<file path="src/rtl/dxm_int_service_ctrl_if.sv">
// dxm_int_service_ctrl_if: source-index valid/ack handshake between service controller and host agent
interface dxm_int_service_ctrl_if #(
  parameter int IDX_W = 3
);
  logic             svc_valid;
  logic [IDX_W-1:0] svc_idx;
  logic             svc_ack;
  modport master (output svc_valid, output svc_idx, input svc_ack);
  modport slave  (input svc_valid, input svc_idx, output svc_ack);
endinterface

</file>
<file path="src/rtl/dxm_int_service_ctrl.sv">
// dxm_int_service_ctrl: round-robin interrupt service sequencer with ack handshake, W1C clear strobe and holdoff
module dxm_int_service_ctrl #(
  parameter int VEC_W     = 8,
  parameter int IDX_W     = 3,
  parameter int HOLDOFF_W = 8
) (
  input  logic                   clk,
  input  logic                   rst_n,
  input  logic [VEC_W-1:0]       status,
  input  logic [VEC_W-1:0]       mask,
  input  logic                   enable,
  input  logic [HOLDOFF_W-1:0]   holdoff_cfg,
  dxm_int_service_ctrl_if.master svc,
  output logic                   clr_status_1p,
  output logic [VEC_W-1:0]       clr_vec,
  output logic                   busy
);
  localparam logic [1:0] IDLE = 2'd0, PRESENT = 2'd1, CLEAR = 2'd2, HOLDOFF = 2'd3;
  logic [1:0]           state, state_nxt;
  logic [IDX_W-1:0]     rr_ptr, sel;
  logic [HOLDOFF_W-1:0] cnt;
  logic [VEC_W-1:0]     pending;
  assign pending = status & ~mask;
  // Descending scan so the smallest offset from rr_ptr wins.
  always_comb begin
    logic [IDX_W:0] s;
    sel = '0;
    s   = '0;
    for (int k = VEC_W - 1; k >= 0; k--) begin
      s = {1'b0, rr_ptr} + (IDX_W+1)'(k);
      s = (s >= (IDX_W+1)'(VEC_W)) ? s - (IDX_W+1)'(VEC_W) : s;
      sel = pending[s[IDX_W-1:0]] ? s[IDX_W-1:0] : sel;
    end
  end
  always_comb begin
    state_nxt = (state == IDLE)    ? ((enable && |pending) ? PRESENT : IDLE) :
                (state == PRESENT) ? (svc.svc_ack ? CLEAR : PRESENT) :
                (state == CLEAR)   ? ((holdoff_cfg != '0) ? HOLDOFF : IDLE) :
                                     ((cnt <= HOLDOFF_W'(1)) ? IDLE : HOLDOFF);
  end
  always_ff @(posedge clk or negedge rst_n) begin
    if (!rst_n) begin
      state         <= IDLE;
      rr_ptr        <= '0;
      cnt           <= '0;
      svc.svc_valid <= 1'b0;
      svc.svc_idx   <= '0;
      clr_status_1p <= 1'b0;
      clr_vec       <= '0;
      busy          <= 1'b0;
    end else begin
      state         <= state_nxt;
      busy          <= state_nxt != IDLE;
      svc.svc_valid <= state_nxt == PRESENT;
      clr_status_1p <= state_nxt == CLEAR;
      clr_vec       <= (state_nxt == CLEAR) ? VEC_W'(1) << svc.svc_idx : '0;
      if (state == IDLE && state_nxt == PRESENT) svc.svc_idx <= sel;
      if (state == CLEAR) rr_ptr <= (svc.svc_idx == IDX_W'(VEC_W - 1)) ? '0 : svc.svc_idx + 1'b1;
      cnt <= (state == CLEAR) ? holdoff_cfg : (state == HOLDOFF) ? cnt - 1'b1 : cnt;
    end
  end
endmodule

</file>
<file path="src/flat_wrapper.sv">
// flat-port wrapper written by rule: the top's interface ports become plain ports
module dxm_int_service_ctrl_flat 
#(
  parameter int VEC_W     = 8,
  parameter int IDX_W     = 3,
  parameter int HOLDOFF_W = 8
)
  (clk, rst_n, status, mask, enable, holdoff_cfg, clr_status_1p, clr_vec, busy, svc_svc_valid, svc_svc_idx, svc_svc_ack);
  dxm_int_service_ctrl_if #(.IDX_W(IDX_W)) svc_i ();
  input  logic clk;
  input  logic rst_n;
  input  logic [VEC_W-1:0] status;
  input  logic [VEC_W-1:0] mask;
  input  logic enable;
  input  logic [HOLDOFF_W-1:0] holdoff_cfg;
  output logic clr_status_1p;
  output logic [VEC_W-1:0] clr_vec;
  output logic busy;
  output wire logic [$bits(svc_i.svc_valid)-1:0] svc_svc_valid;
  output wire logic [$bits(svc_i.svc_idx)-1:0] svc_svc_idx;
  input wire logic [$bits(svc_i.svc_ack)-1:0] svc_svc_ack;
  assign svc_svc_valid = svc_i.svc_valid;
  assign svc_svc_idx = svc_i.svc_idx;
  assign svc_i.svc_ack = svc_svc_ack;
  dxm_int_service_ctrl #(.VEC_W(VEC_W), .IDX_W(IDX_W), .HOLDOFF_W(HOLDOFF_W)) u_core (.clk(clk), .rst_n(rst_n), .status(status), .mask(mask), .enable(enable), .holdoff_cfg(holdoff_cfg), .svc(svc_i), .clr_status_1p(clr_status_1p), .clr_vec(clr_vec), .busy(busy));
endmodule
</file>
<file path="config.mk">
export PLATFORM = sky130hd
export DESIGN_NAME = dxm_int_service_ctrl_flat
export DESIGN_NICKNAME = d
export VERILOG_FILES = /design/src/rtl/dxm_int_service_ctrl_if.sv /design/src/rtl/dxm_int_service_ctrl.sv /design/src/flat_wrapper.sv
export SDC_FILE = /design/constraint.sdc
export NUM_CORES = 1
export LEC_CHECK = 0
export BUFFER_PORTS_ARGS = -buffer_cell sky130_fd_sc_hd__buf_2
export CORE_UTILIZATION = 55
export CTS_CLUSTER_SIZE = 8
export DETAILED_ROUTE_END_ITERATION = 12
export GPL_ROUTABILITY_DRIVEN = 0
export PLACE_DENSITY = 0.8
export SLEW_MARGIN = 15
export SYNTH_ARGS = -nofsm -noshare
export SYNTH_HDL_FRONTEND = slang
export SYNTH_SLANG_ARGS = --single-unit
</file>
<file path="constraint.sdc">
create_clock -name clk -period 2.8 [get_ports clk]
set_input_delay 0.28 -clock clk [delete_from_list [all_inputs] [get_ports clk]]
set_output_delay 0.28 -clock clk [all_outputs]
set_load 0.005 [all_outputs]
</file>
Word level (Yosys, flattened, before mapping). Cells that the tools add are included.

Add/subtract/negate cells: 17. $lt $le $gt $ge: 17. Equal/unequal tests: 6. Shifts and indexed selects: 1. Muxes and demuxes: 43. Bitwise logic cells: 2. Reductions and logical operators: 7.

Operators by type and width (count): 3-bit 2-to-1 mux (17); 3-bit by 4-bit less-than comparator with 1-bit output (second input constant) (8); 4-bit >= comparator (second input constant) (7); 1-bit binary-select mux with 3-bit select (8); 8-bit 2-to-1 mux (3); 3-bit by 1-bit subtractor with 3-bit output (second input constant) (8); 3-bit by 3-bit adder with 4-bit output (second input constant) (4); 2-bit 2-to-1 mux (6); 1-bit 2-to-1 mux (9); 3-bit by 2-bit adder with 4-bit output (second input constant) (2); 8-bit AND (1); 8-bit by 1-bit less-or-equal comparator with 1-bit output (second input constant) (1); 8-bit inverter (1); 8-bit nonzero test (1); 8-bit OR reduction (1); 1-bit by 3-bit left shift with 8-bit output (first input constant) (1); 8-bit by 1-bit subtractor with 8-bit output (second input constant) (1); 2-bit equality test (second input constant) (3); 3-bit by 1-bit adder with 4-bit output (second input constant) (1); 2-bit by 1-bit equality test with 1-bit output (second input constant) (2); 3-bit by 4-bit >= comparator with 1-bit output (second input constant) (1); 2-bit nonzero test (2); 3-bit by 1-bit adder with 3-bit output (second input constant) (1); 3-bit equality test (second input constant) (1); 2 further kinds (3).

Register bits after elaboration: 27. Input port bits: 28. Word-level logic and storage cells: 101.

Depth between registers and ports, before layout.
Depth in word-level cells: 13. Gate-level depth with buffers: 9. Depth with buffers taken out: 9.

Worst setup path before layout. OpenSTA, ideal clock, no wires.

Path type: register to register. Start point: register u_core.rr_ptr[1]. End point: register u_core.svc.svc_idx[2]. Data arrival time: 2.367 ns. Data required time: 2.664 ns. Path slack: 0.297 ns. Cell stages (with the launch flop): 10. Cells stage by stage: dfrtp_1 -> inv_1 -> ha_1 -> inv_2 -> mux4_2 -> and2_1 -> or3_1 -> a32oi_1 -> a2bb2oi_1 -> o311ai_1.

Word-level cells in the longest chain between the ends: 13. Elaborated cells on any way between the ends: 55. Those cells by class: add/sub: 15; order compare: 8; mux: 32.

Ends and longest elaborated chain: start: declaration (line dxm_int_service_ctrl.sv:20) `logic [IDX_W-1:0] rr_ptr, sel;`; start signal: assignment (line dxm_int_service_ctrl.sv:58) `if (state == CLEAR) rr_ptr <= (svc.svc_idx == IDX_W'(VEC_W - 1)) ? '0 : svc.svc_idx + 1'b1;`; 3-bit by 3-bit adder with 4-bit output (line dxm_int_service_ctrl.sv:30) `s = {1'b0, rr_ptr} + (IDX_W+1)'(k);`; 4-bit >= comparator / 3-bit by 1-bit subtractor with 3-bit output (equally long branches) (line dxm_int_service_ctrl.sv:31) `s = (s >= (IDX_W+1)'(VEC_W)) ? s - (IDX_W+1)'(VEC_W) : s;`; 3-bit 2-to-1 mux (line dxm_int_service_ctrl.sv:31); 1-bit binary-select mux with 3-bit select (line dxm_int_service_ctrl.sv:32) `sel = pending[s[IDX_W-1:0]] ? s[IDX_W-1:0] : sel;`; 1-bit 2-to-1 mux (implied by the code) (line dxm_int_service_ctrl.sv:32); 3-bit 2-to-1 mux (7 in a row) (line dxm_int_service_ctrl.sv:32); 3-bit 2-to-1 mux (*) (line dxm_int_service_ctrl.sv:32); end signal: assignment (line dxm_int_service_ctrl.sv:57) `if (state == IDLE && state_nxt == PRESENT) svc.svc_idx <= sel;`; end: declaration (line dxm_int_service_ctrl_if.sv:8) `modport master (output svc_valid, output svc_idx, input svc_ack);`.

Every way passes the cells marked *; elsewhere a longest branch is shown, timed or not. The select of a mux whose other input is x is not followed. A chain may end at the register's enable or synchronous reset.

Final worst setup path.
Start point: register u_core.rr_ptr[0]. End point: register u_core.svc.svc_idx[2].

Same word-level chain as after synthesis.

==> results.md <==
- The run finished with clean final reports.
- STA classifies the critical path endpoint as a flip-flop.
- Counting the buffers created by CTS gives 3.
- The count of buffers added by post-CTS timing repair for setup is 0.
- The half-perimeter wire length after detailed placement is 3470 microns.
- The count of buffers from port buffering is 41.
- The combinational family with the most area after synthesis is simple AND/OR/NAND/NOR gates.
- Measured along the y axis, the die boundary spans 63.3 microns.
- The kind of start point of the critical path is a flip-flop.
- The part of the Yosys area used for sequential elements is 0.326.
- In this run the mean area of a mapped cell was 8.70 sq um.
- The largest fanout on the critical path is 6.
- The worst register-to-register path ends at u_core.svc.svc_idx[2].
- The most used flip-flop cell after synthesis is dfrtp_1.
- The post-route clock period utilization is 0.916.
- Counting both buffers and inverters, the worst setup path holds a total of 2.
- The total vias in the final route is 1906.
- The post-synthesis cell count is 238.
- Adding up every negative setup slack in the final design gives 0 ns.
- The first detailed-routing pass ran for 4 iterations.
- The worst pin sits at a relative slew slack of 0.552.
- The deepest clock path buffer count is 2.
- The xor-xnor portion of the synthesized cell area is 0.0169.
- The remaining global-route overflow is 0.
- The number of design rule violations left after detail routing is 0.
- The number of different library cells used by synthesis comes to 45.
- The post-synthesis mux area share is 0.133.
- The worst-skew pair later-pin latency is 0.26 ns.
- The area fraction in and, or, nand and nor cells after synthesis is 0.235.
- The repair_antennas step left the layout with diodes totalling 0.
- The die area is 0.00401 sq mm.
- Wires add up to 4450 microns.
- The area growth from synthesis to final layout is 14.9%.
- In this run the count of I/O pins placed on the die edge is 42.
- After the last flow step, the layout net total stands at 318.
- The clock-pin slew on the worst setup and hold paths is 0.09 ns.
- The count of final hold-check violations was 0.
- The first routing iteration left 99 violations.
- The combined area of all synthesized cells is 0.00207 sq mm.
- Setup repair after global routing left no endpoint under its margin.
- The worst register-to-register path begins at u_core.rr_ptr[0].
- The most numerous cell type found on the critical path is inv_2.
- The post-route clock skew is 0.00233 ns.
- After synthesis, the most frequently instantiated cells are 27 x dfrtp_1, 22 x a21oi_1, 21 x nand2_1, 21 x nor2_1, 15 x o21ai_0.
- In the global route stage, overall resource usage came out at 0.247.
- The slowest stage of the critical path is the mux4_2 cell.
- The synthesis-stage register bit count is 27.
- The CTS H-tree depth is 1.
- The routed wirelength normalized by instance count is 13.7 microns.
- Ranked by total cell area, the synthesized netlist is headed by dfrtp_1 33%, mux4_2 7.6%, ha_1 6.0%.
- The critical path goes through inv_2 > ha_1 > inv_2 > mux4_2 > and2_1 > or3_1 > a32oi_1 > a2bb2oi_1 > o311ai_1.
- The required time at the endpoint of the critical path is 2.95 ns.
- The fraction of the mapped netlist area in compound gates is 0.187.
- The number of vias per cell after detailed routing is 5.86.
- The adder-cell share of the synthesized area is 0.0605.
- The via count of the first global-routing pass came to 1790.
- The logic depth of the worst register-to-register path is 9.
- The number of pins exceeding their max-slew limit in the final report came to 0.
- The peak supply drop is 540 uV.
- Counting flops with an async set or reset pin after synthesis yields a share of 1.00.
- The number of rows created at floorplan is 21.
- For this run, the number of Yosys warnings is 0.
- The data arrival at the endpoint of the critical path is 2.71 ns.
- In this run the remaining antenna-violating nets after routing total 0.
- The analysis attributes to cell leakage a power of 1.14 nW.
- The number of enable-type register cells in the synthesized netlist is 0.
- The largest total area in the synthesized netlist belongs to dfrtp_1.
- For this run, the top clock speed supported by timing is 390 MHz.
- The total nets after synthesis is 276.
- Dividing total power by cell area gives a power density of 972 mW/mm^2.
- The initial antenna violation count is 0.
- The number of placed instances, taps included, is 321.
- The non-filler instance count after layout is 325.
- The most repeated cell in the gate-level netlist after synthesis is dfrtp_1.
- The share of synthesized area in the top cell type comes to 0.326.
- The register-to-register path setup slack is 0.24 ns.
- CTS placed an instance of clkbuf_8 at the clock tree root.
- For this configuration, the core starts out at a cell density of 0.597.
- Setup violations remaining at the end of the flow were counted as 0.
- The largest net degree at the start of global routing is 28.
- The first global-routing pass estimated 8040 microns of wire.
- The area inside the core boundary is 0.00347 sq mm.
- The worst stage delay on the critical path is 0.55 ns.
- Among cell families on the critical path, the largest total delay comes from multiplexers.
- TritonCTS built the clock tree.
- The share of final-layout standard cells stronger than drive strength 1 is 0.219.
- From left edge to right edge, the die measures 63.3 microns.
- The path class of the lowest-slack min-delay path is input pin to asynchronous set/reset pin.
- For the pin with the worst max-slew slack, the measured transition is 0.673 ns.
- The critical path is of the flip-flop to flip-flop type.
- The tool flagged a number of max-cap violations equal to 0.
- The hold buffer count at cts is 0.
- The post-CTS resize count is 0.
- Clock tree synthesis found a total of 27 sinks.
- The time the worst path needs with I/O delays and setup is 2.56 ns.
==> state kept, by name, summed over array words and instances (netlist names) <==
name                  cells
u_core.rr_ptr             3
u_core.state              2
u_core.cnt                8
u_core.busy               1
u_core.svc.svc_valid      1
u_core.clr_status_1p      1
u_core.svc.svc_idx        3
u_core.clr_vec            8
==> worst reg2reg max path, cell delays in order, from the launching register on <==
cell and delay, ns:
dfrtp_1 0.36, inv_2 0.08, ha_1 0.41, inv_2 0.12
mux4_2 0.55, and2_1 0.20, or3_1 0.30, a32oi_1 0.16
a2bb2oi_1 0.17, o311ai_1 0.11
==> worst max path at each step <==
stage	from	slack, ns	cells past startpoint	end
floorplan	u_core.rr_ptr[1]	0.30	9	u_core.svc.svc_idx[2]
global placement	u_core.rr_ptr[0]	0.31	9	u_core.svc.svc_idx[2]
detailed placement	u_core.rr_ptr[0]	0.26	9	u_core.svc.svc_idx[2]
global route	u_core.rr_ptr[0]	0.07	9	u_core.svc.svc_idx[2]
finish	u_core.rr_ptr[0]	0.24	9	u_core.svc.svc_idx[2]
CTS	u_core.rr_ptr[0]	0.24	9	u_core.svc.svc_idx[2]
==> cell usage in the layout (no fill, tap or decap), types with 2 or more instances in the layout <==
master     n
nor4_1     3
nand3_1    6
clkbuf_8   3
inv_2      2
or2_2      2
a221oi_1   2
nand3b_1   3
nor2b_1    8
ha_1      10
a21oi_1   22
nand2_1   21
nor3_1     4
a211o_1    2
nand4_1    3
o21ai_1    2
buf_2     41
mux2i_1    8
inv_1     11
o31ai_1    2
and3_1     6
xnor2_1    3
o22ai_1    2
nand2b_1  13
o211ai_1   3
o311ai_1   2
buf_4      5
dfrtp_1   27
or3_1      2
and2_1     3
o21ai_0   15
nor2_1    21
mux4_2     7
==> cell type report <==
cell class	instances	area (sq um)
repair buffers	46	243
clock buffers	4	45.0
flip-flops and latches	27	676
multi-input cells	189	1310
fillers	298	1090
well taps	46	57.6
inverters	13	48.8
==> cells by family after synthesis <==
kind of cell    count (synthesis)
buf+inv                        22
compound gates                 62
mux                            17
simple gates                   96
flops                          27
fa+ha+maj                      10
xor+xnor                        4
==> per-layer routing <==
| layer | wire length (microns) | global-route usage | share of wire |
|---|---|---|---|
| met2 | 2180 | 0.431 | 0.49 |
| met4 | 77 | 0.0653 | 0.017 |
| met1 | 2000 | 0.334 | 0.45 |
| met5 | 0 | 0 | 0 |
| met3 | 192 | 0.0109 | 0.043 |
==> metrics by stage <==
stage	utilization	power [mW]	setup WS (ns)	instance area (sq um)	hold slack (ns)
after floorplan	-	1.75	0.297	2070	-0.0156
after global placement	0.673	2.05	0.311	2330	0.317
after detailed placement	0.673	2.07	0.255	2330	0.318
after CTS	0.686	2.29	0.242	2380	0.0291
after global routing	0.686	2.54	0.0735	2380	0.0550
final	0.686	2.31	0.236	2380	0.000768
==> power breakdown <==
part           internal (mW)  switching (mW)  leakage [nW]
logic                  0.667           0.784         0.785
registers              0.497           0.149         0.331
clock network          0.102           0.113        0.0228
total                   1.27            1.05          1.14
Power figures use the tool's default switching activity.
